### src/rtl/ramp_down_adc_ctrl.sv
// ramp_down_adc_ctrl: single-slope down-counting ramp ADC sequencer with valid/ready result handoff
module ramp_down_adc_ctrl #(
  parameter int               WIDTH         = 8,
  parameter logic [WIDTH-1:0] START_CODE    = {WIDTH{1'b1}},
  parameter int               SETTLE_CYCLES = 1
) (
  input  logic             clk,
  input  logic             rst_n,
  input  logic             start,
  input  logic             cmp,
  output logic [WIDTH-1:0] dac_code,
  output logic             busy,
  output logic [WIDTH-1:0] result,
  output logic             valid,
  input  logic             ready
);
  typedef enum logic [1:0] {IDLE, SETTLE, COMPARE, DONE} state_e;
  localparam logic [3:0] SETTLE_INIT = 4'(SETTLE_CYCLES);
  localparam state_e AFTER_STEP = (SETTLE_CYCLES == 0) ? COMPARE : SETTLE;
  state_e           state_q;
  logic [WIDTH-1:0] dac_q, res_q, dec_d, borrow;
  logic [3:0]       cnt_q;
  logic             valid_q, busy_q;
  assign borrow[0] = 1'b1;
  for (genvar i = 0; i < WIDTH; i++) begin : g_dec
    assign dec_d[i] = dac_q[i] ^ borrow[i];
    if (i < WIDTH - 1) begin : g_borrow
      assign borrow[i+1] = ~dac_q[i] & borrow[i];
    end
  end
  always_ff @(posedge clk or negedge rst_n) begin
    if (!rst_n) begin
      state_q <= IDLE;
      dac_q   <= START_CODE;
      res_q   <= '0;
      valid_q <= 1'b0;
      busy_q  <= 1'b0;
      cnt_q   <= '0;
    end else begin
      case (state_q)
        IDLE: if (start) begin
          dac_q   <= START_CODE;
          cnt_q   <= SETTLE_INIT;
          busy_q  <= 1'b1;
          state_q <= AFTER_STEP;
        end
        SETTLE: begin
          cnt_q <= cnt_q - 4'd1;
          if (cnt_q == 4'd1) state_q <= COMPARE;
        end
        COMPARE: if (cmp) begin
          res_q   <= dac_q;
          valid_q <= 1'b1;
          state_q <= DONE;
        end else if (dac_q == '0) begin
          // floor saturation: report zero rather than wrapping to all-ones
          res_q   <= '0;
          valid_q <= 1'b1;
          state_q <= DONE;
        end else begin
          dac_q   <= dec_d;
          cnt_q   <= SETTLE_INIT;
          state_q <= AFTER_STEP;
        end
        DONE: if (ready) begin
          valid_q <= 1'b0;
          busy_q  <= 1'b0;
          state_q <= IDLE;
        end
        default: state_q <= IDLE;
      endcase
    end
  end
  assign dac_code = dac_q;
  assign result   = res_q;
  assign valid    = valid_q;
  assign busy     = busy_q;
endmodule
### config.mk
export PLATFORM = sky130hd
export DESIGN_NAME = ramp_down_adc_ctrl
export DESIGN_NICKNAME = d
export VERILOG_FILES = /design/src/rtl/ramp_down_adc_ctrl.sv
export SDC_FILE = /design/constraint.sdc
export NUM_CORES = 1
export LEC_CHECK = 0
export ABC_AREA = 0
export BUFFER_PORTS_ARGS = -buffer_cell sky130_fd_sc_hd__buf_2
export CORE_UTILIZATION = 56
export CTS_BUF_LIST = sky130_fd_sc_hd__clkbuf_4 sky130_fd_sc_hd__clkbuf_8
export DETAILED_ROUTE_END_ITERATION = 10
export PLACE_DENSITY = 0.84
export SYNTH_ARGS = -nofsm -noshare
export SYNTH_HDL_FRONTEND = slang
export SYNTH_SLANG_ARGS = --single-unit
### constraint.sdc
create_clock -name clk -period 2.64 [get_ports clk]
set_input_delay 0.264 -clock clk [delete_from_list [all_inputs] [get_ports clk]]
set_output_delay 0.264 -clock clk [all_outputs]
set_load 0.02 [all_outputs]
==> results of run 1 <==
==> synth_stat cells, types with 3 or more instances <==
cell	instances	share of area
o22ai_1	6	0.031
a31oi_1	7	0.036
nor2_1	5	0.015
o21ai_0	3	0.012
inv_1	12	0.037
clkbuf_1	4	0.012
nand2_1	14	0.043
dfstp_2	8	0.17
ha_1	8	0.082
dfrtp_1	16	0.33
a22o_1	11	0.078
==> kinds of logic (layout without fill, tap and decap cells) <==
family,Yosys count,in the layout,synth area share
compound gates,35,35,0.2141
xor+xnor,3,3,0.02141
flops,24,24,0.4974
simple gates,27,27,0.1142
fa+ha+maj,8,8,0.08155
buf+inv,19,42,0.07134
==> placed cells by master, fill, tap and decap left out <==
cell / count
and2_4: 1
a311oi_1: 1
xor2_1: 2
a31oi_1: 7
a31o_2: 1
buf_2: 22
ha_1: 8
nor2_1: 5
and3_1: 1
o21ai_0: 3
dfstp_2: 8
a22o_1: 11
clkbuf_4: 3
buf_4: 3
a22oi_1: 1
nand3b_1: 1
nor4_1: 1
clkbuf_8: 1
xnor2_1: 1
nand2b_1: 1
o221a_2: 1
a21oi_1: 2
or4b_2: 1
inv_1: 12
dlygate4sd3_1: 1
a41oi_1: 1
o2bb2ai_2: 1
and4_4: 1
o22ai_1: 6
nand2_1: 14
dfrtp_1: 16
nor4_2: 1
==> worst max path at each step <==
stage                            start                 endpoint  depth (start not counted)
3_5_place_dp   dac_code[0]$_DFFE_PN1P_  dac_code[7]$_DFFE_PN1P_                          9
2_1_floorplan  dac_code[0]$_DFFE_PN1P_  dac_code[7]$_DFFE_PN1P_                          9
3_3_place_gp   dac_code[0]$_DFFE_PN1P_  dac_code[7]$_DFFE_PN1P_                          9
5_1_grt        dac_code[0]$_DFFE_PN1P_  dac_code[7]$_DFFE_PN1P_                          9
6_report       dac_code[0]$_DFFE_PN1P_  dac_code[7]$_DFFE_PN1P_                          9
4_1_cts        dac_code[0]$_DFFE_PN1P_  dac_code[7]$_DFFE_PN1P_                          9
==> routing by layer <==
metal / up-vias / track usage
li1: 463 / -
met1: 507 / 0.3278
met2: 34 / 0.3588
met3: 6 / 0.04050
met4: 0 / 0.06863
met5: - / 0
==> flip-flops by register name (all words and copies together), names as in the netlist <==
signal    flops
result        8
valid         1
state_q       2
dac_code      8
cnt_q         4
busy          1
==> stage by stage <==
stage	cell area, sq um	util	hold WS, ns
floorplan	1227	-	-0.03159
global placement	1351	0.6750	0.2557
detailed placement	1351	0.6750	0.2693
CTS	1398	0.6981	0.2296
global route	1398	0.6981	0.2410
finish	1398	0.6981	0.2326
==> critical path: cells and delay by family, from the launching register on <==
| family | cells | cell delay [ns] |
|---|---|---|
| AOI/OAI and AO/OA | 1 | 0.24 |
| DFF | 1 | 0.59 |
| buffers and inverters | 1 | 0.06 |
| adders and majority gates | 6 | 1.13 |
| and+or+nand+nor | 1 | 0.16 |
==> report_power, final <==
part           internal, mW  switching (mW)  leakage (nW)
Clock                0.0843           0.113        0.0210
Combinational         0.284           0.411         0.428
Sequential            0.535           0.134         0.278
Total                 0.903           0.658         0.727
==> area by class of cell <==
class                           count  share of cell area
Clock buffer                        4             0.02596
Sequential cell                    24              0.4369
Multi-Input combinational cell     73              0.3787
Tap cell                           27             0.02417
Timing Repair Buffer               26              0.1021
Inverter                           12             0.03223
==> results_dict.tcl, run 1 <==
set metrics [dict create \
    cts_setup_buffers 0 \
    yosysSeqAreaShare 0.4975 \
    cp.arrival_ns 2.50 \
    clock_skew_ns 0.007709 \
    die_h_microns 48.82 \
    htreeDepth 1 \
    whs_path_depth 3 \
    dp_hpwl_mm 1.764 \
    wire_per_inst_microns 14.99 \
    p_leak_nw 0.7269 \
    crit_top_cell "ha_1" \
    crit_chain "inv_1, ha_1, ha_1, ha_1, ha_1, ha_1, ha_1, and4_4, a311oi_1" \
    slew_headroom 0.6081 \
    clkTransAtPathRegs_ns 0.14 \
    dr_wl_met2_mm 1.176 \
    ir_drop_uv 703.5 \
    clock_sinks 24 \
    synth_nets 129 \
    ys_types 30 \
    cts_tree "done" \
    critPathKind "reg2reg" \
    end_kind "flop" \
    finalSetupViolations 0 \
    required_ns 2.88 \
    synth_edf_count 0 \
    finalCritPeriodShare 0.8583 \
    grt_max_degree 25 \
    grt_overflow 0 \
    numCtsBuffers 3 \
    dieArea_sq_um 2383 \
    clock-root-buffer "clkbuf_4" \
    grt_pass1_vias 916 \
    layout.cells.non_filler 166 \
    via_per_inst 6.084 \
    met1Wirelength_mm 1.161 \
    max_stage_delay_ns 0.59 \
    met3_length_microns 123 \
    drt_first_pass_iters 4 \
    clk_latency_ns 0.32 \
    track_usage 0.2296 \
    rr_endpoint "dac_code[7]$_DFFE_PN1P_" \
    rsz0062_at_grt "no" \
    synth_area_sq_um 1227 \
    critPathLaunchType "flop" \
    clock.fmax_mhz 441.3 \
    final.fill_count 153 \
    core_sq_um 2002 \
    holdBufCountCts 1 \
    gp_routability_congestion 0.7587 \
    worstHoldStart "start" \
    clk_path_buf_depth 2 \
    cap_violations 0 \
    rr_worst_depth 9 \
    yosys_warnings 0 \
    power_mw 1.561 \
    grt_pass1_wl_mm 4.167 \
    numPortBuffers 22 \
    die_w_microns 48.82 \
    dr.max_layer_used "met4" \
    drt_iter0_drc 31 \
    hold_viol_final 0 \
    hp-class "in2reg" \
    rows 16 \
    worst_slack_ns 0.3742 \
    place_ws_ns 0.3968 \
    layout-drive-gt1-share 0.3165 \
    synth-seq-cells 24 \
    dp_cells 161 \
    cts_resized 0 \
    whs_endpoint "busy$_DFFE_PN0P_" \
    syn_area_per_cell_sq_um 10.58 \
    vias 1010 \
    post-route-min-period_ns 2.266 \
    drc 0 \
    cp_max_fo 5 \
    status "complete, no violations" \
    async_flop_share 1.000 \
    rr_startpoint "dac_code[0]$_DFFE_PN1P_" \
    floorplan.initialDensity 0.6131 \
    ant_nets 0 \
    crit_slowest_cell "dfstp_2" \
    final_nets 153 \
    ys.flop_type "dfrtp_1" \
    multi_input_area_sq_um 529.3 \
    syn_inst 116 \
    drv_slew 0 \
    r2r_slack_ns 0.37 \
    finalSetupTns_ns 0 \
    regArea_sq_um 610.6 \
    ios 23 \
    syn2layout_area_growth_pct 13.86 \
    antenna_found_initial 0 \
    wl_mm 2.488 \
    tightest_slew_ns 0.5856 \
    antenna_cells 0 \
    power_density_nw_per_um2 1117 \
]
(Power assumes the default switching activity.)
==> run 2, diff against run 1 <==
--- a/config.mk
+++ b/config.mk
@@ -10,6 +10,7 @@
 export CORE_UTILIZATION = 56
 export CTS_BUF_LIST = sky130_fd_sc_hd__clkbuf_4 sky130_fd_sc_hd__clkbuf_8
 export DETAILED_ROUTE_END_ITERATION = 10
+export GPL_TIMING_DRIVEN = 0
 export PLACE_DENSITY = 0.84
 export SYNTH_ARGS = -nofsm -noshare
 export SYNTH_HDL_FRONTEND = slang
==> results_dict.tcl, run 2 (synthesis results as in run 1) <==
set metrics [dict create \
    status "complete, no violations" \
    dp_cells 165 \
    power_density_nw_per_um2 1107 \
    clk_path_buf_depth 2 \
    grt_overflow 0 \
    p_leak_nw 0.7339 \
    antenna_found_initial 0 \
    dieArea_sq_um 2383 \
    die_w_microns 48.82 \
    required_ns 2.87 \
    final_cell_mix "buf_2, dfrtp_1, nand2_1" \
    antenna_cells 0 \
    rsz0062_at_grt "no" \
    clock.fmax_mhz 433.7 \
    finalSetupViolations 0 \
    cts_tree "done" \
    slew_headroom 0.5578 \
    clock_sinks 24 \
    ios 23 \
    htreeDepth 1 \
    via_per_inst 5.906 \
    final_nets 157 \
    cts_setup_buffers 0 \
    cp_max_fo 5 \
    syn2layout_area_growth_pct 15.49 \
    numCtsBuffers 3 \
    finalCritPeriodShare 0.8734 \
    floorplan.initialDensity 0.6131 \
    drt_iter0_drc 34 \
    clkTransAtPathRegs_ns 0.13 \
    tightest_slew_ns 0.6609 \
    cap_violations 0 \
    holdBufCountCts 1 \
    clock-root-buffer "clkbuf_4" \
    critPathKind "reg2reg" \
    end_kind "flop" \
    clk_latency_ns 0.31 \
    wire_per_inst_microns 14.55 \
    post-route-min-period_ns 2.306 \
    hold_viol_final 0 \
    drv_slew 0 \
    drc 0 \
    drt_first_pass_iters 4 \
    gp_routability_congestion 0.7591 \
    core_sq_um 2002 \
    grt_max_degree 25 \
    layout.cells.non_filler 170 \
    numPortBuffers 22 \
    final.fill_count 148 \
    r2r_slack_ns 0.33 \
    cp.arrival_ns 2.54 \
    die_h_microns 48.82 \
    grt_pass1_wl_mm 4.284 \
    ir_drop_uv 654.0 \
    vias 1004 \
    wl_mm 2.474 \
    layout-drive-gt1-share 0.3077 \
    cts_resized 0 \
    mostFrequentLayoutCell "buf_2" \
    dp_hpwl_mm 1.711 \
    track_usage 0.2378 \
    finalSetupTns_ns 0 \
    critPathLaunchType "flop" \
    grt_pass1_vias 954 \
    clock_skew_ns 0.002337 \
    ant_nets 0 \
    hp-class "in2reg" \
    rows 16 \
]
[run 2: cell types whose count changed in the layout (fill, tap and decap cells not counted), sizes merged]
cell / change
clkbuf: +4
[run 2: routing by layer]
| layer | GRT usage | share of wire |
|---|---|---|
| met1 | 0.3222 | 0.49 |
| met3 | 0.06542 | 0.049 |
| met2 | 0.3634 | 0.44 |
| met5 | 0 | 0 |
| met4 | 0.09314 | 0.015 |
[run 2: area by class of cell]
cell class                 instances  area, sq um  area share
inverter                          12        45.04     0.03177
timing repair buffer              23        120.1     0.08473
buffer                             7        42.54     0.03001
multi-input combinational         73        529.3      0.3733
clock buffer                       4        36.28     0.02560
tap                               27        33.78     0.02383
sequential                        24        610.6      0.4307
[run 2: path summary, 6_finish.rpt]
path	endpoint	start	cells past startpoint
min reg2reg	result[3]$_DFFE_PN0P_	result[3]$_DFFE_PN0P_	1
max reg2reg	dac_code[7]$_DFFE_PN1P_	dac_code[0]$_DFFE_PN1P_	9
max in group asynchronous	dac_code[3]$_DFFE_PN1P_	rst_n	2
min in group asynchronous	result[5]$_DFFE_PN0P_	rst_n	2
max	dac_code[7]$_DFFE_PN1P_	dac_code[0]$_DFFE_PN1P_	9
min	state_q[1]$_DFFE_PN0P_	ready	4
[run 2: where the power goes]
part | internal, mW | switching, mW | total, mW
logic | 0.294 | 0.438 | 0.731
registers | 0.535 | 0.111 | 0.646
clock network | 0.0842 | 0.108 | 0.192
total | 0.913 | 0.657 | 1.57
[run 2: critical path, stage by stage, from the launching register on]
cell and delay, ns:
dfstp_2 0.59, inv_1 0.06, ha_1 0.23, ha_1 0.19, ha_1 0.20, ha_1 0.18
ha_1 0.18, ha_1 0.20, and4_4 0.17, a311oi_1 0.24
[run 2: through the flow]
stage          hold slack (ns)  utilization  setup WS, ns  total power, mW  area [sq um]
3_3_place_gp            0.2600       0.6850        0.3956            1.340          1371
3_5_place_dp            0.2778       0.6850        0.3906            1.371          1371
2_1_floorplan         -0.03159            -        0.4104            1.161          1227
5_1_grt                 0.2172       0.7081        0.1696            1.687          1418
4_1_cts                 0.2261       0.7081        0.3520            1.568          1418
6_report                0.2424       0.7081        0.3343            1.570          1418
